[config.mk]
export PLATFORM = sky130hd
export DESIGN_NAME = invader_hit_detect
export DESIGN_NICKNAME = d
export VERILOG_FILES = /design/src/rtl/invaders_pkg.sv /design/src/rtl/invader_cell_locate.sv /design/src/rtl/invader_hit_detect.sv
export SDC_FILE = /design/constraint.sdc
export NUM_CORES = 1
export LEC_CHECK = 0
export CORE_MARGIN = 2
export CORE_UTILIZATION = 57
export DETAILED_ROUTE_END_ITERATION = 8
export GPL_ROUTABILITY_DRIVEN = 0
export MAX_ROUTING_LAYER = met4
export PLACE_DENSITY = 0.83
export SYNTH_ARGS = -nofsm -noshare
export SYNTH_HDL_FRONTEND = slang
export SYNTH_HIERARCHICAL = 1
export SYNTH_SLANG_ARGS = --single-unit
[constraint.sdc]
create_clock -name frame_clk -period 6.9 [get_ports frame_clk]
set_input_delay 1.035 -clock frame_clk [delete_from_list [all_inputs] [get_ports frame_clk]]
set_output_delay 1.035 -clock frame_clk [all_outputs]
set_load 0.02 [all_outputs]
[src/rtl/invaders_pkg.sv]
// Shared geometry, state encoding and scoring for the alien formation hit logic.
// Row 0 is the top row of the formation grid.
package invaders_pkg;

  localparam int ROWS    = 5;
  localparam int COLS    = 11;
  localparam int ALIEN_W = 16;
  localparam int ALIEN_H = 8;
  localparam int PITCH_X = 24;
  localparam int PITCH_Y = 16;

  localparam int CELLS  = ROWS * COLS;
  localparam int ROW_W  = $clog2(ROWS);
  localparam int COL_W  = $clog2(COLS);
  localparam int CELL_W = $clog2(CELLS);

  typedef enum logic {
    ARMED   = 1'b0,
    EXPLODE = 1'b1
  } hit_state_t;

  // Points awarded per kill: the top row is worth the most.
  function automatic logic [4:0] row_points(input logic [ROW_W-1:0] row);
    if (row == '0) begin
      return 5'd30;
    end else if (row <= ROW_W'(2)) begin
      return 5'd20;
    end else begin
      return 5'd10;
    end
  endfunction

endpackage

[src/rtl/invader_cell_locate.sv]
// Maps a bullet tip onto the formation grid: which cell it is over, and whether
// it lies on the sprite itself rather than in the gap between sprites.
module invader_cell_locate
  import invaders_pkg::*;
(
  input  logic [9:0]       bullet_x_i,
  input  logic [9:0]       bullet_y_i,
  input  logic [9:0]       formation_x_i,
  input  logic [9:0]       formation_y_i,
  output logic             cell_valid_o,
  output logic [ROW_W-1:0] row_o,
  output logic [COL_W-1:0] col_o
);

  localparam logic [9:0] PX   = 10'(PITCH_X);
  localparam logic [9:0] PY   = 10'(PITCH_Y);
  localparam logic [9:0] AW   = 10'(ALIEN_W);
  localparam logic [9:0] AH   = 10'(ALIEN_H);
  localparam logic [9:0] NCOL = 10'(COLS);
  localparam logic [9:0] NROW = 10'(ROWS);

  logic [9:0] dx;
  logic [9:0] dy;
  logic [9:0] col_full;
  logic [9:0] row_full;
  logic [9:0] x_off;
  logic [9:0] y_off;

  always_comb begin
    dx       = bullet_x_i - formation_x_i;
    dy       = bullet_y_i - formation_y_i;
    col_full = dx / PX;
    row_full = dy / PY;
    x_off    = dx % PX;
    y_off    = dy % PY;

    // The subtraction wraps when the bullet is left of / above the grid, so gate it out.
    cell_valid_o = (bullet_x_i >= formation_x_i) && (bullet_y_i >= formation_y_i) &&
                   (col_full < NCOL) && (row_full < NROW) &&
                   (x_off < AW) && (y_off < AH);

    row_o = row_full[ROW_W-1:0];
    col_o = col_full[COL_W-1:0];
  end

endmodule

[src/rtl/invader_hit_detect.sv]
// Once-per-frame bullet vs. formation collision: kills the struck alien, pulses hit,
// accumulates a saturating score and runs the explosion sprite timer.
module invader_hit_detect
  import invaders_pkg::*;
#(
  parameter int EXPLODE_FRAMES = 8,
  parameter int SCORE_W        = 16
) (
  input  logic                 frame_clk,
  input  logic                 Reset,
  input  logic [9:0]           bullet_X,
  input  logic [9:0]           bullet_Y,
  input  logic                 bullet_on_screen,
  input  logic [9:0]           formation_X,
  input  logic [9:0]           formation_Y,
  input  logic                 new_wave,
  output logic                 hit,
  output logic [CELLS-1:0]     alive_mask,
  output logic                 all_dead,
  output logic [SCORE_W-1:0]   score,
  output logic                 explode_active,
  output logic [9:0]           explode_X,
  output logic [9:0]           explode_Y
);

  localparam int               CNT_W    = (EXPLODE_FRAMES > 1) ? $clog2(EXPLODE_FRAMES) : 1;
  localparam logic [CNT_W-1:0] CNT_FULL = CNT_W'(EXPLODE_FRAMES - 1);
  localparam logic [9:0]       PX       = 10'(PITCH_X);
  localparam logic [9:0]       PY       = 10'(PITCH_Y);

  logic               cell_valid;
  logic [ROW_W-1:0]   loc_row;
  logic [COL_W-1:0]   loc_col;
  logic [CELL_W-1:0]  cell_idx;
  logic               strike;
  logic [CELLS-1:0]   kill;

  logic [CELLS-1:0]   alive_q,   alive_d;
  logic               hit_q;
  logic               all_dead_q;
  logic [SCORE_W-1:0] score_q,   score_d;
  logic [SCORE_W:0]   score_sum;
  hit_state_t         state_q,   state_d;
  logic [CNT_W-1:0]   cnt_q,     cnt_d;
  logic [9:0]         ex_x_q,    ex_x_d;
  logic [9:0]         ex_y_q,    ex_y_d;

  invader_cell_locate u_locate (
    .bullet_x_i    (bullet_X),
    .bullet_y_i    (bullet_Y),
    .formation_x_i (formation_X),
    .formation_y_i (formation_Y),
    .cell_valid_o  (cell_valid),
    .row_o         (loc_row),
    .col_o         (loc_col)
  );

  // The ~hit_q term keeps a bullet still over the cell during the pulse from scoring twice.
  always_comb begin
    cell_idx = CELL_W'(loc_row) * CELL_W'(COLS) + CELL_W'(loc_col);
    strike   = bullet_on_screen & cell_valid & alive_q[cell_idx] & ~hit_q & ~new_wave;
  end

  for (genvar gi = 0; gi < CELLS; gi++) begin : g_kill
    assign kill[gi] = strike && (cell_idx == CELL_W'(gi));
  end

  always_comb begin
    alive_d   = new_wave ? '1 : (alive_q & ~kill);
    score_sum = {1'b0, score_q} + (SCORE_W + 1)'(row_points(loc_row));
    score_d   = score_q;
    ex_x_d    = ex_x_q;
    ex_y_d    = ex_y_q;
    if (strike) begin
      score_d = score_sum[SCORE_W] ? '1 : score_sum[SCORE_W-1:0];
      ex_x_d  = formation_X + 10'(loc_col) * PX;
      ex_y_d  = formation_Y + 10'(loc_row) * PY;
    end
  end

  // A strike during an explosion restarts it at the new cell with a full count.
  always_comb begin
    state_d = state_q;
    cnt_d   = cnt_q;
    if (new_wave) begin
      state_d = ARMED;
      cnt_d   = '0;
    end else if (strike) begin
      state_d = EXPLODE;
      cnt_d   = CNT_FULL;
    end else begin
      case (state_q)
        EXPLODE: begin
          if (cnt_q == '0) begin
            state_d = ARMED;
          end else begin
            cnt_d = cnt_q - CNT_W'(1);
          end
        end
        default: begin
          state_d = ARMED;
        end
      endcase
    end
  end

  always_ff @(posedge frame_clk or posedge Reset) begin
    if (Reset) begin
      alive_q    <= '1;
      hit_q      <= 1'b0;
      all_dead_q <= 1'b0;
      score_q    <= '0;
      state_q    <= ARMED;
      cnt_q      <= '0;
      ex_x_q     <= '0;
      ex_y_q     <= '0;
    end else begin
      alive_q    <= alive_d;
      hit_q      <= strike;
      all_dead_q <= new_wave ? 1'b0 : (alive_q == '0);
      score_q    <= score_d;
      state_q    <= state_d;
      cnt_q      <= cnt_d;
      ex_x_q     <= ex_x_d;
      ex_y_q     <= ex_y_d;
    end
  end

  assign hit            = hit_q;
  assign alive_mask     = alive_q;
  assign all_dead       = all_dead_q;
  assign score          = score_q;
  assign explode_active = (state_q == EXPLODE);
  assign explode_X      = ex_x_q;
  assign explode_Y      = ex_y_q;

endmodule

-- After elaboration in Yosys (flattened, before gate mapping)
Index checks and enable logic that the tools add are counted.
Widths: inputs -> output; s select.
- bitwise logic cells: 8
- divide/modulo/power cells: 2
- $lt $le $gt $ge: 8
- reductions and logical operators: 66
- equality and inequality tests: 55
- muxes and demuxes: 15
- multiply operators: 2
- $add $sub $neg: 7
- operators with widths (cell ; number):
    $eq 6x6->1 const B ; 23
    $eq 6x5->1 const B ; 16
    $logic_and 1x1->1 ; 60
    $and 55x55->55 ; 1
    $logic_not 55->1 ; 1
    $mux 55 ; 1
    $not 55->55 ; 1
    $eq 6x4->1 const B ; 8
    $eq 6x3->1 const B ; 4
    $ge 10x10->1 ; 2
    $sub 10x10->10 ; 2
    $add 16x5->17 ; 1
    $mux 16 ; 1
    $eq 6x2->1 const B ; 2
    $mux 3 ; 4
    $add 10x7->10 ; 1
    $add 10x9->10 ; 1
    $div 10x5->10 const B ; 1
    $lt 10x4->1 const B ; 1
    $lt 10x5->1 const B ; 1
    $mod 10x5->10 const B ; 1
    $mux 5 ; 2
    $lt 6x7->1 const B ; 1
    $add 6x4->6 ; 1
    other kinds (16) ; 26
- input port bits: 44
- bits in registers: 97

-- Depth between registers and ports, before layout
Gate-level depths: netlist (run 1).
- depth in word-level cells: 15
- gate-level depth with buffers: 28
- mapped depth without buffers: 24

-- Hierarchy
The synthesis (run 1) kept the hierarchy.
- modules (own cells, without submodules) (module ; cells an instance ; area an instance (um^2) ; times used):
    invader_hit_detect ; 522 ; 5591.6 ; 1
    invader_cell_locate ; 165 ; 1223.7 ; 1

-- Worst setup path after synthesis (run 1)
No wires, ideal clock.
- kind: input-to-reg
- from: input bullet_X[0]
- to: register score_q[15], in the netlist score[15]
- stages on the path: 24
- path slack: 134 ps
- path buffers: 2
- arrival time: 6638 ps
- cell sequence: inv_1 -> ha_1 -> fa_1 -> nand2b_1 -> a21oi_1 -> a311oi_4 -> xor2_2 -> and3_1 -> buf_6 -> or3_1 -> a21oi_1 -> o31ai_1 -> o21ai_0 -> ha_1 -> ha_1 -> fa_1 -> xnor2_1 -> o21ai_1 -> a21oi_1 -> mux2i_1 -> a211o_4 -> buf_6 -> nor4_1 -> mux2_1
- longest elaborated chain between the ends: 11
- elaborated cells between the ends (all ways): 18
- those cells by class: add/sub: 2; div: 2; order compare: 3; mux: 2; bitwise: 4; reduce/logical: 5
- RTL lines (item ; line ; RTL):
    start, declared ; invader_hit_detect.sv:11 ; input logic [9:0] bullet_X,
    $sub 10x10->10 (*) ; invader_cell_locate.sv:30 ; dx = bullet_x_i - formation_x_i;
    $div 10x5->10 (*) ; invader_cell_locate.sv:32 ; col_full = dx / PX;
    net loc_col[1] ; invader_hit_detect.sv:33 ; logic [COL_W-1:0] loc_col;
    parallel branches: the longest is 6 deep, another holds $add 6x4->6 ; n/a ;
    $and 1x1->1 (*) (3 in a row) ; invader_hit_detect.sv:61 ; strike = bullet_on_screen & cell_valid & alive_q[cell_idx] & ~hit_q & ~new_wave;
    end signal, assigned ; invader_hit_detect.sv:121 ; score_q <= score_d;
    end, declared ; invader_hit_detect.sv:41 ; logic [SCORE_W-1:0] score_q, score_d;
Mark *: on every way through the listed nets, which the timed path passes. The select of a mux whose other input is x is not followed.
A chain may end at the register's enable or synchronous reset.

-- Final worst setup path (run 1)
- from: input formation_X[1]
- to: register score_q[8], in the netlist score[8]
- longest elaborated chain between the ends: 11
- elaborated cells between the ends (all ways): 18
- those cells by class: add/sub: 2; div: 2; order compare: 3; mux: 2; bitwise: 4; reduce/logical: 5
- RTL lines (item ; line ; RTL):
    start, declared ; invader_hit_detect.sv:14 ; input logic [9:0] formation_X,
    $sub 10x10->10 (*) ; invader_cell_locate.sv:30 ;
    $div 10x5->10 (*) ; invader_cell_locate.sv:32 ;
    net loc_col[0] ; invader_hit_detect.sv:33 ;
    parallel branches: the longest is 6 deep, another holds $add 6x4->6 ; n/a ;
    $and 1x1->1 (*) (3 in a row) ; invader_hit_detect.sv:61 ;
Marked as above.

==> results of run 1 <==
[power breakdown]
part | switching [mW] | internal (mW) | total (mW)
combinational | 1.13 | 0.796 | 1.93
clock | 0.234 | 0.251 | 0.485
sequential | 0.00456 | 0.578 | 0.582
[placed cells by master (no fill, tap or decap), types with 4 or more instances in the layout]
cell	count
clkdlybuf4s50_1	136
a21oi_1	78
nor2_1	77
dfstp_2	55
ha_1	52
dfrtp_1	42
inv_1	41
buf_4	31
nand2_1	30
nand3_1	23
xnor2_1	21
o21ai_1	21
mux2_1	20
nor4_1	19
a21o_1	18
mux4_2	13
xor2_1	10
clkbuf_16	9
nor3_1	8
o21ai_0	8
nand4_1	7
nand2b_1	7
fa_1	7
buf_12	6
mux2i_1	5
and3_1	5
or3_1	5
o211ai_2	4
o31ai_1	4
o21bai_1	4
and2_1	4
[cell usage after synthesis (3+ instances only)]
master / instances / area share
or3_1: 5 / 0.0046
and4_1: 3 / 0.0039
o21a_1: 3 / 0.0033
xnor2_1: 21 / 0.027
xor2_1: 10 / 0.013
buf_4: 3 / 0.0033
buf_2: 4 / 0.0029
o31ai_1: 4 / 0.0044
nand2b_1: 7 / 0.0064
o2111ai_1: 3 / 0.0039
o211ai_2: 4 / 0.0073
mux2_1: 20 / 0.033
clkbuf_1: 12 / 0.0066
ha_1: 52 / 0.095
inv_1: 42 / 0.023
fa_1: 8 / 0.023
o21ai_1: 19 / 0.014
dfrtp_1: 42 / 0.15
or2_1: 3 / 0.0028
o21ai_0: 10 / 0.0073
o21bai_1: 4 / 0.0044
nor4_1: 21 / 0.019
and3_1: 6 / 0.0055
and2_1: 4 / 0.0037
nor2_1: 77 / 0.042
nor3_1: 9 / 0.0066
dfstp_2: 55 / 0.21
mux2i_1: 5 / 0.0073
a21oi_1: 79 / 0.058
nor2b_1: 3 / 0.0028
a21o_1: 18 / 0.020
nand2_1: 30 / 0.017
mux4_2: 13 / 0.043
nand3_1: 23 / 0.017
nand4_1: 7 / 0.0064
buf_6: 7 / 0.012
[sequential cells by signal, indices dropped and copies added, names as in the netlist]
name and cells:
alive_mask 55, all_dead 1, cnt_q 3, explode_X 10, explode_Y 10, explode_active 1, hit 1, score 16
[worst max-delay path, delay by kind of cell]
| kind | cells | cell delay [ns] |
|---|---|---|
| buf+inv | 3 | 0.71 |
| fa+ha+maj | 5 | 1.42 |
| simple gates | 5 | 1.11 |
| compound gates | 6 | 1.98 |
| mux | 3 | 0.63 |
[cell families (layout without fill, tap and decap cells)]
group                      Yosys count  after routing
AOI/OAI and AO/OA                  169            169
DFF                                 97             97
xor gates and xnor gates            33             33
buffers and inverters               71            234
muxes                               39             39
and+or+nand+nor                    217            217
adders and majority gates           61             61
[stage by stage]
stage / std cells / cell area, um^2 / utilization / worst slack, ns / hold WS [ns]
finish: 993 / 8870 / 0.767 / 0.230 / 0.482
global route: 993 / 8870 / 0.767 / -0.0293 / 0.503
global placement: 975 / 8530 / 0.738 / 0.0689 / 0.453
CTS: 991 / 8810 / 0.762 / 0.118 / 0.483
floorplan: 687 / 6820 / - / 0.134 / 0.526
detailed placement: 975 / 8530 / 0.738 / -0.225 / 0.462
[final timing paths]
path | from | end | slack, ns | depth (start not counted)
setup / recovery | formation_X[1] | score[8] | 0.23 | 22
hold / removal | score[0] | score[0] | 0.48 | 1
setup reg to reg | alive_mask[41] | score[8] | 4.39 | 7
hold reg to reg | score[0] | score[0] | 0.48 | 1
max in group asynchronous | Reset | score[11] | 4.63 | 3
min in group asynchronous | Reset | explode_Y[0] | 1.02 | 2
[cell type report]
type / count / area share
Clock inverter: 6 / 0.00550
Sequential cell: 97 / 0.281
Timing Repair Buffer: 174 / 0.194
Multi-Input combinational cell: 519 / 0.455
Inverter: 44 / 0.0188
Tap cell: 143 / 0.0202
Clock buffer: 10 / 0.0258
[metal layers]
metal  vias up  part of all wire  global-route usage
met4         0             0.029               0.114
li1       2798                 -                   -
met1      2998              0.40               0.424
met2       375              0.49               0.528
met5         -                 0                   -
met3        62             0.079              0.0412
[what timing repair did]
action | in CTS | in global routing
gates resized for setup | 0 | 14
setup endpoints to repair | 0 | 89
setup buffers | 0 | 2
==> key figures, run 1 <==
CTS
  – Clk root buf: clkbuf_16
  – Clock buffer depth: 2
  – CTS tree: yes
  – Clk Latency, worst-skew pair: ~0.35 ns
  – H-tree depth: 3
  – Clk sinks: 97
  – Hold Buf Count CTS: 0
  – Num CTS Buffers: 9
  – Worst-path clk slew: around 0.070 ns

Die
  – Die Span Y: between 100 and 150 um
  – Rows: 39
  – Die area: about 0.013 mm^2
  – Die X-Extent: 113 um
  – # IOs: approximately 140
  – CORE AREA: 0.0116 mm^2
  – Initial Util: 0.589

Power
  – Power per Cell Area: 338 mW/mm^2
  – Power consumption: 3.00 mW
  – Leakage power: 3.83 nW
  – Max VDD drop: 0.333 mV

Route
  – DRC viols: 0
  – Wire length per cell: between 15 and 20 um
  – TritonRoute pass-1 iters: 5
  – Vias: slightly above 6000
  – Routed vias/inst: ~6.3
  – Iter 0 DRT Violations: ~720
  – Remaining antenna violation count after routing: 0
  – Routed wire length: 19800 um

Setup path
  – CP max stage cell: clkdlybuf4s50_1
  – Slowest stage delay, CP: between 0.4 and 0.5 ns
  – Worst EP required: ~7.1 ns
  – Critical path, cell by cell: clkdlybuf4s50_1, inv_1, ha_1, nor2b_4, o2111a_1, or3_1, a21o_1, a21oi_2, mux2i_4, o311a_4, maj3_2, a21oi_1, ha_1, ha_1, fa_2, clkinv_1, nand3_1, nand4_1, mux2i_1, a211o_4, nor4_1, mux2_1
  – Crit path kind: input pin to flop
  – Critical Path Most Common Cell: ha_1
  – Worst EP arrival: ~7 ns
  – CP Launch Type: input pin
  – Endpoint class of the critical path: flop
  – Worst-path fanout max: 17

Logic synthesis
  – Synthesized area: between 0.006 and 0.007 mm^2
  – Ys flop type: dfstp_2
  – Count of cell types in the netlist: a little under 80
  – Mux share of post-synthesis cell area: 0.0867
  – Post-synthesis sequential area ratio: 0.366
  – Adder-cell area share of the yosys netlist: 0.121
  – EDFF count, synth: 0
  – Fraction of registers with async set/reset: 1.00
  – Post-Synth Simple-Gate Area: 0.171
  – Yosys warns: 6
  – Cells after Synth: just under 700
  – Xor/xnor cell area share of the yosys netlist: 0.0446
  – Avg Cell Area, Syn: a little under 10 um^2
  – Compound-Gate Fraction of Synth Area: 0.161
  – Yosys reg bits: 97
  – Largest family of logic cells by synthesized area: simple AND/OR/NAND/NOR gates
  – Mapped Nets: roughly 800

Global route
  – Largest net degree at the start of global routing: 81
  – Vias in the first global route: about 6200
  – Grt ovf: 0
  – Tot GR Track Use: 0.325
  – First-pass GRT wire length: between 30000 and 40000 um
  – Initial antenna violation count: 0

Timing
  – Final Setup Violations: 0
  – Crit path time final: 6.67 ns
  – Count of final max-slew check failures: 0
  – Clk_skew: 0.0131 ns
  – Final hold vios: 0
  – Setup TNS: 0 ns
  – Fin crit share: 0.967
  – Slew HR: 0.405
  – Worst-Margin Slew: roughly 0.89 ns
  – Fmax: 0.150 GHz

Finish
  – Multi-input gate area: 0.00403 mm^2
  – Reg area: 0.00250 mm^2
  – N_diodes: 0
  – Share of cells above drive strength 1: 0.192
  – Final net count: between 900 and 1000
  – Layout area overhead: 30.2%
  – Fillers: about 800

Place
  – Port bufs: between 100 and 150
  – Hpwl dp: 14600 um

Status
  – Status: finished, final reports clean

Run
  – MaxCap Viol Count: 0

Min path
  – Hold/Removal Path Class: flop to flop
Note: power is estimated with default switching activity, not from simulation.
==> run 2, diff against run 1 <==
--- a/config.mk
+++ b/config.mk
@@ -5,12 +5,13 @@
 export SDC_FILE = /design/constraint.sdc
 export NUM_CORES = 1
 export LEC_CHECK = 0
+export CORE_ASPECT_RATIO = 0.5
 export CORE_MARGIN = 2
-export CORE_UTILIZATION = 57
+export CORE_UTILIZATION = 53
 export DETAILED_ROUTE_END_ITERATION = 8
 export GPL_ROUTABILITY_DRIVEN = 0
 export MAX_ROUTING_LAYER = met4
-export PLACE_DENSITY = 0.83
+export PLACE_DENSITY = 0.82
 export SYNTH_ARGS = -nofsm -noshare
 export SYNTH_HDL_FRONTEND = slang
 export SYNTH_HIERARCHICAL = 1
==> constraint.sdc (replaced) <==
create_clock -name frame_clk -period 6.15 [get_ports frame_clk]
set_input_delay 0.9225 -clock frame_clk [delete_from_list [all_inputs] [get_ports frame_clk]]
set_output_delay 0.9225 -clock frame_clk [all_outputs]
set_load 0.02 [all_outputs]
==> run 2 against run 1 <==
Effect of this change: cell area grew 12%; sequential power grew 12%; clock power grew 19%; combinational power grew 51%; worst hold slack lost 0.011 ns; first-iteration DRC count shrank 23%; power grew 38%; core utilization grew 2.5 points; sequential share of layout area shrank 3.1 points; critical path depth grew 2; global-route usage shrank 1.7 points; largest power group unchanged.
==> key figures, run 2 (synthesis gave the netlist of run 1 again) <==
Timing
  – Clk_skew: ~0.011 ns
  – Fin crit share: 0.994
  – Slew HR: 0.450
  – Crit path time final: 6.11 ns
  – Final Setup Violations: 0
  – Final hold vios: 0
  – Worst-Margin Slew: approximately 0.82 ns
  – Setup TNS: 0 ns
  – Fmax: approximately 0.16 GHz
  – Hold slack: around 0.47 ns
  – Count of final max-slew check failures: 0

Power
  – Comb pwr share: 0.703
  – Power per Cell Area: a little over 400 mW/mm^2
  – Psw: roughly 1.9 mW
  – Max VDD drop: 0.447 mV
  – Leakage power: ~4.4 nW
  – Power consumption: between 4 and 5 mW
  – Clk pwr share: 0.139
  – Sw Share: 0.450
  – Internal power: about 2.3 mW
  – Sequential share of power: 0.158

Finish
  – Reg area: approximately 0.0025 mm^2
  – Largest register FFs: 55
  – Share of cells above drive strength 1: 0.322
  – Most common cell after layout, fill and taps aside: clkdlybuf4s50_1
  – Multi-input gate area: 0.00448 mm^2
  – N_diodes: 0
  – Final net count: 1020
  – Fillers: around 720
  – Final instance area: ~0.01 mm^2
  – Layout area overhead: 46.3%
  – Commonest cells after routing, fill and taps aside: clkdlybuf4s50_1 (119), buf_4 (95), nor2_1 (74)
  – Non-Filler Instances: ~1100

Die
  – Die X-Extent: between 150 and 200 um
  – Die area: approximately 0.014 mm^2
  – Rows: 29
  – CORE AREA: 0.0126 mm^2
  – Die Span Y: about 84 um
  – Initial Util: 0.541
  – # IOs: between 100 and 150

Setup path
  – Worst-path fanout max: 8
  – Crit path kind: input pin to flop
  – Worst EP arrival: 6.41 ns
  – Endpoint class of the critical path: flop
  – Worst EP required: about 6.5 ns
  – CP Launch Type: input pin

CTS
  – Clk sinks: between 90 and 100
  – H-tree depth: 3
  – Worst-path clk slew: approximately 0.070 ns
  – Num CTS Buffers: 9
  – CTS tree: yes
  – Clk root buf: clkbuf_16
  – Hold Buf Count CTS: 0
  – Clk Latency, worst-skew pair: between 0.3 and 0.4 ns
  – Clock buffer depth: 2

Place
  – Port bufs: between 100 and 150
  – Dpl cells: roughly 1100
  – Hpwl dp: 14600 um
  – Post-placement cell area: roughly 0.0090 mm^2

Run
  – MaxCap Viol Count: 0

Route
  – Routed wire length: ~23000 um
  – TritonRoute pass-1 iters: 5
  – Wire length per cell: slightly above 20 um
  – DRC viols: 0
  – Routed vias/inst: between 6 and 7
  – Vias: 6641
  – Remaining antenna violation count after routing: 0
  – Iter 0 DRT Violations: 550

Status
  – Status: finished, final reports clean

Global route
  – First-pass GRT wire length: around 33000 um
  – Largest net degree at the start of global routing: between 60 and 70
  – Tot GR Track Use: 0.308
  – Vias in the first global route: 6483
  – Initial antenna violation count: 0
  – Grt ovf: 0

Min path
  – Hold/Removal Path Class: flop to flop
## run 2: changes by cell type in the layout (fill, tap and decap cells not counted), sizes merged
cell	previous run	this run
clkbuf	10	13
buf	38	107
dlymetal6s2s	0	14
clkdlybuf4s50	136	119
clkinv	3	4
or4	3	4
## run 2: metrics by stage
stage	setup WS (ns)	util
6_report	0.0375	0.792
5_1_grt	-0.135	0.792
4_1_cts	0.00178	0.761
3_5_place_dp	-0.753	0.718
3_3_place_gp	-0.591	0.718
2_1_floorplan	0.00660	-
## run 2: repair_timing
item,CTS,global route
gates cloned,1,1
pin swaps,23,34
gates resized for setup,32,76
setup endpoints to repair,78,96
setup buffers,10,9
## run 2: metal layers
metal,global-route usage,wire [um],up-vias
li1,-,-,2959
met1,0.385,8990,3288
met2,0.510,11200,315
met3,0.0534,1360,79
met4,0.110,940,0
met5,-,0,-
## run 2: power by group through the flow
stage                     logic [mW]  registers [mW]  clock network [mW]
after floorplan                 1.61           0.674                   0
after global placement          2.43           0.664                   0
after detailed placement        2.51           0.664                   0
after CTS                       2.59           0.653               0.579
after global routing            3.13           0.654               0.606
final                           2.92           0.653               0.576
## run 2: critical path, stage by stage
cell and delay, ns:
dlymetal6s2s_1 0.16, ha_4 0.18, fa_2 0.34, nand2b_4 0.16, a21oi_4 0.19, a311oi_4 0.13, xor2_2 0.32, a21oi_4 0.09
buf_6 0.14, or2_1 0.26, o2111ai_2 0.26, o31ai_4 0.16, o21ai_2 0.24, ha_4 0.24, ha_4 0.17, fa_2 0.49
xor2_4 0.28, mux2i_1 0.14, o211ai_2 0.22, o22ai_4 0.10, a211o_4 0.35, buf_8 0.17, or4_4 0.59, nand3_2 0.10
## run 2: path summary, 6_finish.rpt
kind,start,end,slack (ns),cells after the start
max,formation_X[0],score[7],0.04,24
min,score[0],score[0],0.47,1
max reg2reg,alive_mask[41],score[7],3.61,8
min reg2reg,score[0],score[0],0.47,1
max in group asynchronous,Reset,all_dead,4.01,3
min in group asynchronous,Reset,explode_Y[9],0.93,2
## run 2: area by class of cell
type	instances	area share
Tap cell	170	0.0213
Multi-Input combinational cell	520	0.449
Clock inverter	7	0.00728
Clock buffer	9	0.0226
Timing Repair Buffer	244	0.232
Inverter	44	0.0172
Sequential cell	97	0.250
==> RTL change, RTL diff (config.mk and constraints of run 2) <==
Set the parameter `EXPLODE_FRAMES` to 4 (it was 8).
--- a/src/rtl/invader_hit_detect.sv
+++ b/src/rtl/invader_hit_detect.sv
@@ -3,7 +3,7 @@
 module invader_hit_detect
   import invaders_pkg::*;
 #(
-  parameter int EXPLODE_FRAMES = 8,
+  parameter int EXPLODE_FRAMES = 4,
   parameter int SCORE_W        = 16
 ) (
   input  logic                 frame_clk,
Behaviour: not the same (Yosys sat finds a counterexample within 10 cycles, from zero or initial values and one cycle with Reset high).
==> RTL change against run 2 <==
  * Area after synthesis up 0.35%
  * Die area increased by 0.33%
  * Global-route usage grew 0.91 points
  * Worst setup slack improved by 0.072 ns
  * Non-clock buffer count is 20 higher
  * Design area rose by 1.6%
  * Count of clock-buffer cells in the layout did not move
  * Routed wire length decreased by 2.5%
  * First-iteration DRC count rose by 21%
  * Total power increased by 13%
  * Sequential share of layout area is 0.64 points lower
  * Sequential cell count decreased by 1
  * Largest cell class unchanged
  * Highest routed layer unchanged
==> RTL change: results (changes against run 2) <==
* Worst path slowest cell: sky130_fd_sc_hd__clkdlybuf4s50_1
* Top post-synthesis cells by count: sky130_fd_sc_hd__nand2_1, sky130_fd_sc_hd__a21o_1, sky130_fd_sc_hd__dfstp_2
* Seq/total area at 0.2439 (-0.006394)
* Sum of routed wire segments on met1 at 9.009 mm (+0.20%)
* Share of final-layout standard cells stronger than drive strength 1 at 0.3502 (+0.02774)
* Warnings from Yosys at 6 (unchanged)
* Total of plain and repair buffers excluding clock buffers at 264 (+8.2%)
* Wire length on met2 at 10.75 mm (-4.5%)
* Leakage Power at 4.371 nW (-0.53%)
* Maximum cell stage delay along the critical path at 0.53 ns (-0.06 ns)
* Met3 Usage GRT at 0.05237 (-0.0009881)
* Layout Skew at 0.01487 ns (+0.003872 ns)
* Setup WS pre-CTS at -0.6259 ns (+0.1273 ns)
* Slew at the pin with the worst max-slew slack at 1.125 ns (+0.3000 ns)
* Number of DRC markers after the initial detailed-route iteration at 666 (+21%)
* Internal power summed over all cells at 2.576 mW (+13%)
* Vias in the first global route at 6569 (+1.3%)
* Worst reg-to-reg setup slack at 3.28 ns (-0.33 ns)
* Switching pwr at 2.093 mW (+12%)
* Post-synthesis sequential area ratio at 0.3613 (-0.004932)
* Capturing element of the worst setup path: explode_Y[2]
* Total number of sequential cells at 96 (-1.0%)
* Global-route wire length before repair at 33.32 mm (+2.2%)
* Wire length on met3 at 1.497 mm (+9.8%)
* Number of multi-input combinational cells at 512 (-1.5%)
* Met1 track demand over resource at 0.3963 (+0.01168)
* VDD IR-drop max at 0.0004728 V (+5.9%)
* Met2 track demand over resource in global routing at 0.5302 (+0.01978)
* Ranking of synthesized cells by area: sky130_fd_sc_hd__dfstp_2, sky130_fd_sc_hd__dfrtp_1, sky130_fd_sc_hd__ha_1
* Filler Cells Inserted at 702 (-2.0%)
* Start point of the critical path: formation_X[8]
* Mux share of post-synthesis cell area at 0.1032 (+0.01653)
* Fraction of power consumed by the clock network at 0.123 (-0.016)
* Largest net degree at the start of global routing at 62 (-6.1%)
* Max FO, Critical Path at 7 (-1)
* Outcome: completed
* Compound-gate portion of the synthesized area at 0.1637 (+0.002366)
* Number of logic inverters in the finished layout at 40 (-9.1%)
* Multi-input logic area at 4579 um2 (+2.2%)
* Total Routing Usage GR at 0.3176 (+0.009110)
* Post-synthesis net count at 777 (-1.8%)
* HPWL after detailed placement at 14.72 mm (+0.91%)
* Proportion of final cell area spent on non-clock buffers at 0.2381 (+0.006118)
* Destination of the worst register-to-register timing path: score[3]
* Arrival time of the worst setup path at 6.28 ns (-0.13 ns)
* Routed vias/inst at 6.013 (-1.2%)
* Layout net count at 1026 (+0.59%)
* Fraction of synthesized cell area in xor and xnor cells at 0.04940 (+0.004785)
* Ratio of final minimum period to clock period at 0.9821 (-0.01177)
* Clock network area share at 0.02939 (-0.0004682)
RTL change: cell types whose count changed after synthesis, moves of 20 or more:
cell	change
sky130_fd_sc_hd__a21o_1	+49
sky130_fd_sc_hd__mux2_1	-20
sky130_fd_sc_hd__nand2_1	+57
sky130_fd_sc_hd__a21oi_1	-52
sky130_fd_sc_hd__nor2_1	-48
RTL change: worst min-delay path by stage:
| stage | start | end | slack (ns) | cells past startpoint |
|---|---|---|---|---|
| final | explode_X[5] | explode_X[5] | 0.51 | 2 |
| after global routing | explode_X[1] | explode_X[1] | 0.53 | 1 |
| after CTS | explode_X[1] | explode_X[1] | 0.51 | 1 |
| after detailed placement | explode_X[1] | explode_X[1] | 0.50 | 1 |
| after global placement | score[0] | score[0] | 0.48 | 1 |
| after floorplan | cnt_q[0] | cnt_q[0] | 0.55 | 2 |
RTL change: worst min-delay path, stage by stage, from the launching register on:
cell and delay (ns):
sky130_fd_sc_hd__dfrtp_1 0.34, sky130_fd_sc_hd__o21ai_0 0.07, sky130_fd_sc_hd__o21ai_0 0.07
RTL change: repair_timing:
action / CTS / global route
gates cloned: 0 / 1
buffers inserted: 17 / 12
pin swaps: 16 / 25
endpoints found under the setup margin: 39 / 40
resized for setup: 46 / 47
RTL change: kinds of logic (layout without fill, tap and decap cells):
family,after synthesis,after routing
simple gates,217,217
flops,96,96
xor+xnor,36,36
fa+ha+maj,60,60
mux,45,45
compound gates,154,154
buf+inv,66,320
RTL change: through the flow:
stage / std cells / hold WS [ns] / setup TNS, ns
6_report: 1098 / 0.5108 / 0
4_1_cts: 1085 / 0.5127 / 0
2_1_floorplan: 674 / 0.5458 / -0.01086
3_5_place_dp: 1052 / 0.4964 / -25.91
5_1_grt: 1098 / 0.5289 / -0.01671
3_3_place_gp: 1052 / 0.4762 / -16.73
